--- src/rtl/simd_addsub_pipe.sv ---
// N-lane SIMD add/subtract with per-lane wrap/saturate and elastic handshake.
// S0 registers operands, S1 computes, later stages only delay the result.
module simd_addsub_pipe #(
    parameter int N      = 4,
    parameter int W      = 10,
    parameter int STAGES = 3,
    parameter int SIGNED = 0
) (
    input  logic           clk,
    input  logic           rst,
    input  logic           in_valid,
    output logic           in_ready,
    input  logic [N*W-1:0] in_a,
    input  logic [N*W-1:0] in_b,
    input  logic [2*N-1:0] in_op,
    output logic           out_valid,
    input  logic           out_ready,
    output logic [N*W-1:0] out_sum,
    output logic [N-1:0]   out_ovf
);

    logic [STAGES-1:0] v_q, v_d;
    logic [STAGES:0]   rdy;

    logic [N*W-1:0] a_q, b_q;
    logic [2*N-1:0] op_q;

    logic [N*W-1:0] res_d;
    logic [N-1:0]   ovf_d;

    logic [N*W-1:0] sum_q [1:STAGES-1];
    logic [N-1:0]   ovf_q [1:STAGES-1];

    // A stage can advance if it or any stage below it is empty, or the sink takes.
    function automatic logic stage_ready(
        input logic [STAGES-1:0] v,
        input logic              ordy,
        input int                k
    );
        logic r;
        r = ordy;
        for (int j = k; j < STAGES; j++) r = r | !v[j];
        return r;
    endfunction

    // Returns {ovf, result}; the W+1-bit intermediate exposes carry/borrow/overflow.
    function automatic logic [W:0] lane_calc(
        input logic [W-1:0] a,
        input logic [W-1:0] b,
        input logic [1:0]   op
    );
        logic [W:0]   ext;
        logic         ovf;
        logic [W-1:0] sat;
        if (SIGNED != 0) begin
            ext = op[0] ? ({a[W-1], a} - {b[W-1], b})
                        : ({a[W-1], a} + {b[W-1], b});
            ovf = ext[W] ^ ext[W-1];
            sat = ext[W] ? {1'b1, {(W-1){1'b0}}} : {1'b0, {(W-1){1'b1}}};
        end else begin
            ext = op[0] ? ({1'b0, a} - {1'b0, b})
                        : ({1'b0, a} + {1'b0, b});
            ovf = ext[W];
            sat = op[0] ? '0 : '1;
        end
        return {ovf, (op[1] && ovf) ? sat : ext[W-1:0]};
    endfunction

    always_comb begin
        rdy[STAGES] = out_ready;
        for (int k = 0; k < STAGES; k++) rdy[k] = stage_ready(v_q, out_ready, k);
    end

    always_comb begin
        v_d = v_q;
        if (rdy[0]) v_d[0] = in_valid;
        for (int k = 1; k < STAGES; k++) begin
            if (rdy[k]) v_d[k] = v_q[k-1];
        end
    end

    always_comb begin
        res_d = '0;
        ovf_d = '0;
        for (int i = 0; i < N; i++) begin
            {ovf_d[i], res_d[i*W +: W]} =
                lane_calc(a_q[i*W +: W], b_q[i*W +: W], op_q[2*i +: 2]);
        end
    end

    always_ff @(posedge clk or posedge rst) begin
        if (rst) begin
            v_q  <= '0;
            a_q  <= '0;
            b_q  <= '0;
            op_q <= '0;
            for (int k = 1; k < STAGES; k++) begin
                sum_q[k] <= '0;
                ovf_q[k] <= '0;
            end
        end else begin
            v_q <= v_d;
            if (rdy[0]) begin
                a_q  <= in_a;
                b_q  <= in_b;
                op_q <= in_op;
            end
            if (rdy[1]) begin
                sum_q[1] <= res_d;
                ovf_q[1] <= ovf_d;
            end
            for (int k = 2; k < STAGES; k++) begin
                if (rdy[k]) begin
                    sum_q[k] <= sum_q[k-1];
                    ovf_q[k] <= ovf_q[k-1];
                end
            end
        end
    end

    assign in_ready  = rdy[0];
    assign out_valid = v_q[STAGES-1];
    assign out_sum   = sum_q[STAGES-1];
    assign out_ovf   = ovf_q[STAGES-1];

endmodule

--- config.mk ---
export PLATFORM = sky130hd
export DESIGN_NAME = simd_addsub_pipe
export DESIGN_NICKNAME = d
export VERILOG_FILES = /design/src/rtl/simd_addsub_pipe.sv
export SDC_FILE = /design/constraint.sdc
export NUM_CORES = 1
export LEC_CHECK = 0
export CAP_MARGIN = 20
export CORE_MARGIN = 1
export CORE_UTILIZATION = 45
export CTS_CLUSTER_DIAMETER = 120
export CTS_CLUSTER_SIZE = 40
export DETAILED_ROUTE_END_ITERATION = 6
export HOLD_SLACK_MARGIN = 0.12
export PLACE_DENSITY = 0.71
export SLEW_MARGIN = 0
export SYNTH_ARGS = -nofsm -noshare
export SYNTH_HDL_FRONTEND = slang
export SYNTH_SLANG_ARGS = --single-unit
--- constraint.sdc ---
create_clock -name clk -period 13.35 [get_ports clk]
set_clock_uncertainty 0.05 [all_clocks]
set_input_delay 2.67 -clock clk [delete_from_list [all_inputs] [get_ports clk]]
set_output_delay 2.67 -clock clk [all_outputs]
set_load 0.005 [all_outputs]
## Yosys cells after proc, flatten, opt, wreduce, memory -nomap -nowiden

Index checks and enable logic that the tools add are counted.

| cells by class | value |
|---|---|
| shifts and indexed selects | 0 |
| $add $sub $neg | 8 |
| mux-type cells | 12 |
| div/mod/pow operators | 0 |
| bitwise gates (word level) | 6 |
| magnitude comparators | 0 |
| equality and inequality tests | 0 |
| $mul | 0 |
| reduce and logical (&&, ||, !) cells | 7 |

Operators with widths:

| operator | number |
|---|---|
| 10-bit two-way mux | 8 |
| 10-bit by 10-bit adder with 11-bit output | 4 |
| 11-bit two-way mux | 4 |
| 10-bit by 10-bit subtractor with 11-bit output | 4 |
| 1-bit OR | 6 |
| 1-bit logical AND | 4 |
| 1-bit logical NOT | 3 |

| word-level totals | value |
|---|---|
| bits in writable memories | 0 |
| output and inout port bits | 46 |
| bits in read-only memories | 0 |
| logic and storage cells | 43 |
| memories kept | 0 |
| latch bits | 0 |
| register bits after elaboration | 179 |
| input port bits | 92 |

## Depth between registers and ports, before layout

Gate-level depths: netlist of run 1.

| depth | value |
|---|---|
| word-level depth | 4 |
| mapped depth | 15 |
| mapped depth without buffers | 14 |

## Worst setup path after synthesis of run 1

OpenSTA, ideal clock, no wires.

| timing path | value |
|---|---|
| path kind | input to output |
| from | in out_ready |
| to | out in_ready |
| stages on the path | 5 |
| data arrival time | 3.633 ns |
| setup slack | 6.997 ns |
| data required time | 10.630 ns |
| path through | nand2b_1 > nor2_1 > nand2_1 > clkbuf_1 > clkbuf_1 |

| between the ends | value |
|---|---|
| word-level cells in the longest chain between the ends | 3 |

Ends and longest elaborated chain:

| what | line | text |
|---|---|---|
| start: declaration | 17 | `input logic out_ready,` |
| 1-bit OR (3 in series) | 42 | `for (int j = k; j < STAGES; j++) r = r \| !v[j];` |
| end: declaration | 12 | `output logic in_ready,` |

No other way between the ends.

## Worst setup path in the final report of run 1

Ends and elaborated chain as after synthesis.

==> results of run 1 <==
[worst max-delay path: cells and delay by family]
family                 cells  cell delay (ns)
AND/OR/NAND/NOR            3             0.65
buffers and inverters      3             1.56
[routing by layer]
metal	up-vias	wire length, µm	GRT usage (%)
li1	3188	-	-
met1	3119	8680	23.8
met4	0	211	5.62
met3	16	636	3.36
met2	107	9170	30.6
met5	-	0	0
[power breakdown]
part,internal (mW),leakage (nW),total (mW),switching [mW]
Sequential,0.701,2.09,0.798,0.0969
Combinational,0.389,2.48,0.684,0.295
Clock,0.318,0.306,0.528,0.210
[stage by stage]
step,utilization [%],cell area [µm²]
3_3_place_gp,52.8,10800
5_1_grt,55.9,11500
2_1_floorplan,-,9510
4_1_cts,55.8,11400
3_5_place_dp,52.8,10800
6_report,55.9,11500
[area by class of cell]
class                   count  area [µm²]  area share, %
well taps                 270         338           2.95
flip-flops and latches    179        4480           39.1
multi-input cells         594        4500           39.3
clock inverters            13         183           1.59
repair buffers            142        1420           12.4
clock buffers              18         439           3.83
inverters                  23        91.3          0.797
[kinds of logic after synthesis]
family | Yosys count | share of synthesized area (%)
AO/OA/AOI/OAI | 168 | 11.2
XOR/XNOR | 64 | 5.89
adder cells (fa/ha/maj) | 48 | 6.63
buffers and inverters | 99 | 5.68
flip-flops | 179 | 47.1
multiplexers | 122 | 14.4
AND/OR/NAND/NOR | 192 | 9.17
[flip-flops by register name (all words and copies together), names as in the netlist]
register and count:
out_ovf 4, sum_q 40, a_q 40, ovf_q 4
v_q 3, out_sum 40, b_q 40, op_q 8
[path summary, 6_finish.rpt]
path / to / cells after the start / slack, ns
hold reg to reg: v_q[2] / 2 / 0.43
setup reg to reg: sum_q[79] / 13 / 9.59
hold / removal: v_q[2] / 2 / 0.43
setup / recovery: in_ready / 6 / 5.74
min in group asynchronous: out_sum[6] / 2 / 2.75
max in group asynchronous: sum_q[62] / 4 / 9.24
[cells in the final DEF, fill, tap and decap left out, types with 10 or more instances in the layout]
cell type        netlist  final
a21oi_1               61     61
clkbuf_16              0     17
clkdlybuf4s50_1        0    137
dfrtp_1              179    179
ha_1                  44     44
inv_1                 23     22
mux2_2               117    117
nand2_1               62     61
nand2b_1              11     10
nor2_1                70     69
nor3_1                17     17
o21ai_0               41     41
xnor2_1               48     48
xor2_1                16     16
==> impl_results.md, run 1 <==
- CP Max Fanout: 47
- First-pass DRT Iterations: 4
- Synth cell count leaders: 179 x dfrtp_1, 117 x mux2_2, 70 x nor2_1, 62 x nand2_1, 61 x a21oi_1
- Status: finished clean
- Largest net degree at the start of global routing: roughly 100
- CP max stage delay: ~0.6 ns
- Die height: around 150 µm
- FP Rows: 52
- Wirelength per Cell: around 15 µm
- Area Overhead vs Synth: 20.4%
- Ports: roughly 140
- Avg Cell Area, Syn: 10.9 µm²
- Htree depth: 4
- Final cell count without fillers: around 1200
- Postcts setup bufs: 0
- Later-pin clock latency in the skew report: 0.42 ns
- Yosys top cell by area: dfrtp_1
- Placed cells: 1207
- Number of flops mapped to enable cells by yosys: 0
- LEAKAGE: around 4.9 nW
- Critical Path Sink Type: output port
- Drt total wl: about 19000 µm
- CP startpoint kind: primary input
- Vias in the first global route: between 6000 and 7000
- Required time worst endpoint: around 11 ns
- GRT Util Overall: 18.2%
- Final period utilization: a little under three fifths
- Via count: ~6400
- Clk slew on worst S/H paths: around 0.060 ns
- Remaining DRCs: 0
- Critical path class: in2out
- Top-count cell post-synth: dfrtp_1
- Hold slack final: 0.426 ns
- Dpl ws: 5.69 ns
- CTS Hold Buffers Added: 0
- Cell count after synthesis: about 870
- Worst EP arrival: around 5 ns
- Yosys warns: 0
- Clock root buffer: clkbuf_16
- CTS tree: done
- Filler instances: 1790
- Clock Sinks: between 150 and 200
- Routed Antenna Nets: 0
- Share of layout cells above drive strength 1: about 17%
- Port Buffer Count: around 140
- Synth Flop Type: dfrtp_1
- Initial core utilization: between 40% and 50%
- Setup Total Neg Slack: 0 ns
- Worst min path class: reg2reg
- Max Freq: ~130 MHz
- Sequential-to-total area share from yosys stat: a little under half
- RSZ-0062 raised after global routing: false
- Max-capacitance violation count: 0
- Die X: approximately 150 µm
- Finish-stage setup viols: 0
- Ys async rst share: 100%
- CORE AREA: between 20000 and 25000 µm²
- Worst Slack Setup Final: between 5 and 6 ns
- Die Footprint: between 20000 and 25000 µm²
- Vias/cell: 5.19
- Area share of the largest cell type after synthesis: about 47%
- # nets final: approximately 1100
- Final worst path period need: 7.61 ns
- P per Cell Area: roughly 180 nW/µm²
- Endpoints failing hold: 0
- VDD IR-drop max: approximately 0.09 mV
- Crit-path cells: clkdlybuf4s50_1 -> nand2b_2 -> buf_4 -> nor2_2 -> nand2_4 -> clkdlybuf4s50_1
- Syn nets: about 1000
- Slew HR: between 30% and 40%
- #FFs+latches synth: about 180
- Power Total: between 2 and 2.5 mW
- Clock buffer count from CTS: 17
- Launch point of the worst path: out_ready
- Initial antenna violation count: 0
- CP max stage cell: clkdlybuf4s50_1
- Worst r2r src: b_q[30]
- Number of diodes: 0
- Clock buffer depth: 2
- Cell Area, Synth: 9510 µm²
- CTS resizes: 0
- Worst-margin pin slew: roughly 0.91 ns
- Max-slew violations: 0
- Most frequent CP cell: clkdlybuf4s50_1
- Placer Congestion: 0.849
- Synth area leaders: dfrtp_1 47%, mux2_2 14%, ha_1 5.8%
- First-pass GRT wire length: about 31000 µm
- Initial DRC count: between 200 and 250
- Post-DP HPWL: about 13000 µm
- Hold_sp: v_q[1]
- Netlist cell types: 57
- Total grt overflow: 0
No activity file was read; power rests on OpenSTA's default activity.
==> run 2, diff against run 1 <==
Settings changed: PLACE_DENSITY 0.71 to 0.74.
Clock period 13.35 ns to 6.2 ns, I/O delays scaled along.
==> run 2 against run 1 <==
Against the previous run:
- global-route usage shrank 0.078 points
- routed wire length increased by 0.16%
- sequential power rose by 120%
- critical path depth unchanged
==> impl_results.md, run 2 (synthesized netlist as in run 1, its figures left out) <==
- CORE AREA: a little over 20000 µm²
- Register-to-Register Path Depth: 13
- CP startpoint kind: primary input
- Power Total: about 4.3 mW
- FP Rows: 52
- Worst r2r src: b_q[30]
- CTS resizes: 0
- Initial DRC count: 297
- Sequential cell area: 4480 µm²
- Die X: approximately 150 µm
- Area Overhead vs Synth: 20.1%
- Setup Total Neg Slack: 0 ns
- Multi-input gate area: 4500 µm²
- Number of diodes: 0
- CTS tree: done
- First-pass DRT Iterations: 6
- Worst min path class: reg2reg
- Vias in the first global route: 6513
- Clock Sinks: about 180
- Final period utilization: a little over two thirds
- Clock buffer count from CTS: 17
- Setup crit end: in_ready
- Port Buffer Count: 137
- RSZ-0062 raised after global routing: false
- Critical Path Sink Type: output port
- Endpoints failing hold: 0
- Ports: around 140
- Via count: 6500
- Worst EP arrival: approximately 3 ns
- Crit path depth: 6
- Critical path class: in2out
- Hold slack final: approximately 0.43 ns
- Reg2Reg Setup Slack: about 2.5 ns
- Dpl ws: between 1.5 and 2 ns
- CP top delay family: buffers and inverters
- Max-capacitance violation count: 0
- CP max stage delay: 0.54 ns
- Worst Slack Setup Final: between 1.5 and 2 ns
- Critical path buffers and inverters: 3
- Filler instances: between 1500 and 2000
- Drt total wl: roughly 19000 µm
- CTS Hold Buffers Added: 0
- Routed Antenna Nets: 0
- Vias/cell: 5.25
- DP Area: approximately 11000 µm²
- VDD IR-drop max: around 0.19 mV
- Final worst path period need: roughly 4.4 ns
- Die Footprint: 21700 µm²
- Later-pin clock latency in the skew report: 0.43 ns
- Initial core utilization: a little under half
- Wirelength per Cell: approximately 15 µm
- GRT Util Overall: between 15 and 20%
- Largest net degree at the start of global routing: 180
- CP max stage cell: clkdlybuf4s50_1
- Postcts setup bufs: 0
- Most frequent CP cell: clkdlybuf4s50_1
- LEAKAGE: just under 5 nW
- Clk slew on worst S/H paths: around 0.060 ns
- Die height: 147 µm
- Crit-path cells: clkdlybuf4s50_1 -> nand2b_2 -> nor2_2 -> buf_4 -> nand2_4 -> clkdlybuf4s50_1
- Share of layout cells above drive strength 1: between 10% and 20%
- Status: finished clean
- Post-Layout Inst Area: between 10000 and 15000 µm²
- R2R Path End: sum_q[79]
- Launch point of the worst path: out_ready
- Clock root buffer: clkbuf_16
- # nets final: roughly 1100
- Initial antenna violation count: 0
- Remaining DRCs: 0
- Slew HR: a little over a third
- Worst-margin pin slew: approximately 0.97 ns
- Most frequent cells in the layout: 179 x dfrtp_1, 137 x clkdlybuf4s50_1, 117 x mux2_2, 69 x nor2_1
- Commonest non-fill, non-tap cell in the layout: dfrtp_1
- CP Max Fanout: 33
- Required time worst endpoint: 4.91 ns
- Max-slew violations: 0
- Finish-stage setup viols: 0
- Clock buffer depth: 2
- Htree depth: 4
- Max Freq: between 200 and 250 MHz
- P per Cell Area: about 370 nW/µm²
- First-pass GRT wire length: around 31000 µm
- Post-DP HPWL: approximately 13000 µm
- Placer Congestion: 0.848
- Total grt overflow: 0
## run 2: cell count changes in the layout (fill, tap and decap cells not counted), sizes merged
cell / previous run / this run
bufinv: 4 / 2
clkinvlp: 1 / 3
clkbuf: 18 / 21
inv: 25 / 24
clkinv: 6 / 5
buf: 5 / 4
## run 2: worst min path at each step
stage,startpoint,endpoint,slack (ns),cells after the start
6_report,ovf_q[5],ovf_q[5],0.43,2
3_3_place_gp,ovf_q[5],ovf_q[5],0.40,2
5_1_grt,sum_q[42],sum_q[42],0.45,2
2_1_floorplan,v_q[1],v_q[2],0.37,2
3_5_place_dp,sum_q[42],sum_q[42],0.42,2
4_1_cts,ovf_q[5],ovf_q[5],0.44,2
## run 2: area by class of cell
class	instances	area share, %
repair buffers	141	12.4
well taps	270	2.96
inverters	23	0.799
clock buffers	21	4.12
clock inverters	11	1.12
multi-input cells	594	39.4
flip-flops and latches	179	39.2
## run 2: report_power, final
part | switching [mW] | total [mW] | internal, mW
combinational | 0.632 | 1.47 | 0.838
clock | 0.461 | 1.09 | 0.628
sequential | 0.208 | 1.72 | 1.51
total | 1.30 | 4.28 | 2.97
## run 2: worst reg2reg max path, cell delays in order (launching register included)
cell and delay [ns]:
dfrtp_1 0.42, inv_1 0.10, ha_1 0.20, nor4b_1 0.48, a21oi_1 0.17, xnor2_1 0.16, ha_1 0.36, and4_1 0.21
a21boi_0 0.31, o211ai_1 0.14, nand2_1 0.12, mux2_2 0.44, o21a_1 0.30, a21oi_1 0.18
## run 2: stage by stage
step / utilization, % / std cells
2_1_floorplan: - / 872
5_1_grt: 55.7 / 1239
3_5_place_dp: 52.8 / 1207
6_report: 55.7 / 1239
4_1_cts: 55.7 / 1239
3_3_place_gp: 52.8 / 1207
## run 2: layer usage
metal	track usage (%)	up-vias	wire length, µm
met2	30.8	135	9430
li1	-	3212	-
met3	3.86	19	715
met5	0	-	0
met4	6.55	0	237
met1	22.7	3134	8340
==> run 3, diff against run 2 <==
Clock period 6.2 ns to 3.9 ns, I/O delays scaled along.
==> run 3 against run 2 <==
Against the previous run:
- sequential share of layout area shrank 0.28 points
- core utilization increased by 0.40 points
- first-iteration DRC count is 24% lower
- critical path depth grew 7
- sequential cell count stayed put
- worst setup slack got worse by 1.5 ns
- hold slack improved by 0.0023 ns
- highest routed layer unchanged
- design area grew 0.71%
==> impl_results.md, run 3 (synthesized netlist as in run 1, its figures left out) <==
- Routed Antenna Nets: 0
- Max Freq: between 200 and 300 MHz
- Via count: ~6500
- VDD IR-drop max: around 0.28 mV
- Critical Path Sink Type: flip-flop
- Initial DRC count: about 230
- Wirelength per Cell: 15.1 µm
- LEAKAGE: between 4 and 5 nW
- Die X: 147 µm
- Worst min path class: reg2reg
- RSZ-0062 raised after global routing: false
- Register-to-Register Path Depth: 13
- CP Max Fanout: 11
- Clock buffer count from CTS: 17
- # nets final: 1106
- Hold slack final: ~0.43 ns
- Placer Congestion: around 0.85
- Vias/cell: roughly 5.2
- GRT Util Overall: between 10% and 20%
- Remaining DRCs: 0
- Die Footprint: ~22000 µm²
- CP startpoint kind: flip-flop
- CTS tree: done
- Final worst path period need: 3.57 ns
- Commonest non-fill, non-tap cell in the layout: dfrtp_1
- Clock root buffer: clkbuf_16
- Max-slew violations: 0
- Status: finished clean
- Total grt overflow: 0
- CTS resizes: 0
- Finish-stage setup viols: 0
- Drt total wl: between 15000 and 20000 µm
- Later-pin clock latency in the skew report: 0.43 ns
- Ports: 138
- P per Cell Area: 592 nW/µm²
- Worst Hold Depth: 2
- Initial core utilization: a little under half
- Endpoints failing hold: 0
- Clk slew on worst S/H paths: 0.07 ns
- Number of diodes: 0
- Worst EP arrival: slightly below 4 ns
- CORE AREA: around 20000 µm²
- FP Rows: 52
- Clock buffer depth: 2
- Setup Total Neg Slack: 0 ns
- Vias in the first global route: roughly 6400
- Slew HR: approximately 34%
- Post-DP HPWL: about 14000 µm
- Share of layout cells above drive strength 1: between 10% and 20%
- Clock Sinks: between 150 and 200
- Initial antenna violation count: 0
- First-pass DRT Iterations: 4
- Required time worst endpoint: ~4.2 ns
- Area Overhead vs Synth: 21.0%
- Port Buffer Count: 137
- Die height: 147 µm
- CTS Hold Buffers Added: 0
- First-pass GRT wire length: roughly 32000 µm
- Final period utilization: about nine tenths
- Htree depth: 4
- Postcts setup bufs: 0
- Worst-margin pin slew: 0.989 ns
- Largest net degree at the start of global routing: 84
- Most frequent cells in the layout: 179 x dfrtp_1, 137 x clkdlybuf4s50_1, 117 x mux2_2, 69 x nor2_1
- Max-capacitance violation count: 0
- Critical path class: reg2reg
## run 3: cell count changes in the layout (fill, tap and decap cells not counted), sizes merged
cell	previous run	this run
inv	24	27
clkbuf	21	18
buf	4	14
## run 3: worst paths after layout
kind,startpoint,endpoint,slack (ns)
max reg2reg,b_q[30],sum_q[76],0.33
max,b_q[30],sum_q[76],0.33
min,sum_q[42],sum_q[42],0.43
max in group asynchronous,rst,b_q[17],2.29
min reg2reg,sum_q[42],sum_q[42],0.43
min in group asynchronous,rst,out_sum[8],0.76
## run 3: layout make-up
type	count	area, µm²
well taps	270	338
clock buffers	18	429
repair buffers	151	1510
inverters	23	90.1
flip-flops and latches	179	4480
multi-input cells	594	4500
clock inverters	14	151
fillers	1779	8990
## run 3: routing by layer
| metal | part of all wire [%] | GRT usage [%] | up-vias |
|---|---|---|---|
| met1 | 47 | 24.4 | 3126 |
| met3 | 3.2 | 3.95 | 21 |
| met5 | 0 | 0 | - |
| li1 | - | - | 3215 |
| met4 | 1.5 | 6.03 | 0 |
| met2 | 48 | 30.0 | 113 |
## run 3: metrics by stage
step	power (mW)	setup WS, ns	util, %	area (µm²)	cells
2_1_floorplan	4.49	0.775	-	9520	872
3_3_place_gp	5.08	0.559	53.3	10900	1217
3_5_place_dp	5.14	0.458	53.3	10900	1217
4_1_cts	6.87	0.351	56.1	11500	1249
5_1_grt	7.26	0.0130	56.1	11500	1249
6_report	6.81	0.334	56.1	11500	1249
## run 3: critical path, cell delays in order, from the launching register on
cell      delay [ns]
dfrtp_1         0.42
inv_1           0.09
ha_1            0.20
nor4b_1         0.42
a21oi_1         0.16
xnor2_1         0.15
ha_1            0.34
and4_1          0.22
a21boi_0        0.28
o211ai_1        0.15
nand2_1         0.12
mux2_2          0.42
o21a_1          0.29
a21oi_1         0.17
## run 3: power breakdown
group / leakage (nW) / total (mW) / switching, mW / internal, mW
registers: 2.09 / 2.73 / 0.331 / 2.40
logic: 2.53 / 2.37 / 1.02 / 1.35
clock network: 0.282 / 1.71 / 0.757 / 0.952
total: 4.90 / 6.81 / 2.11 / 4.70
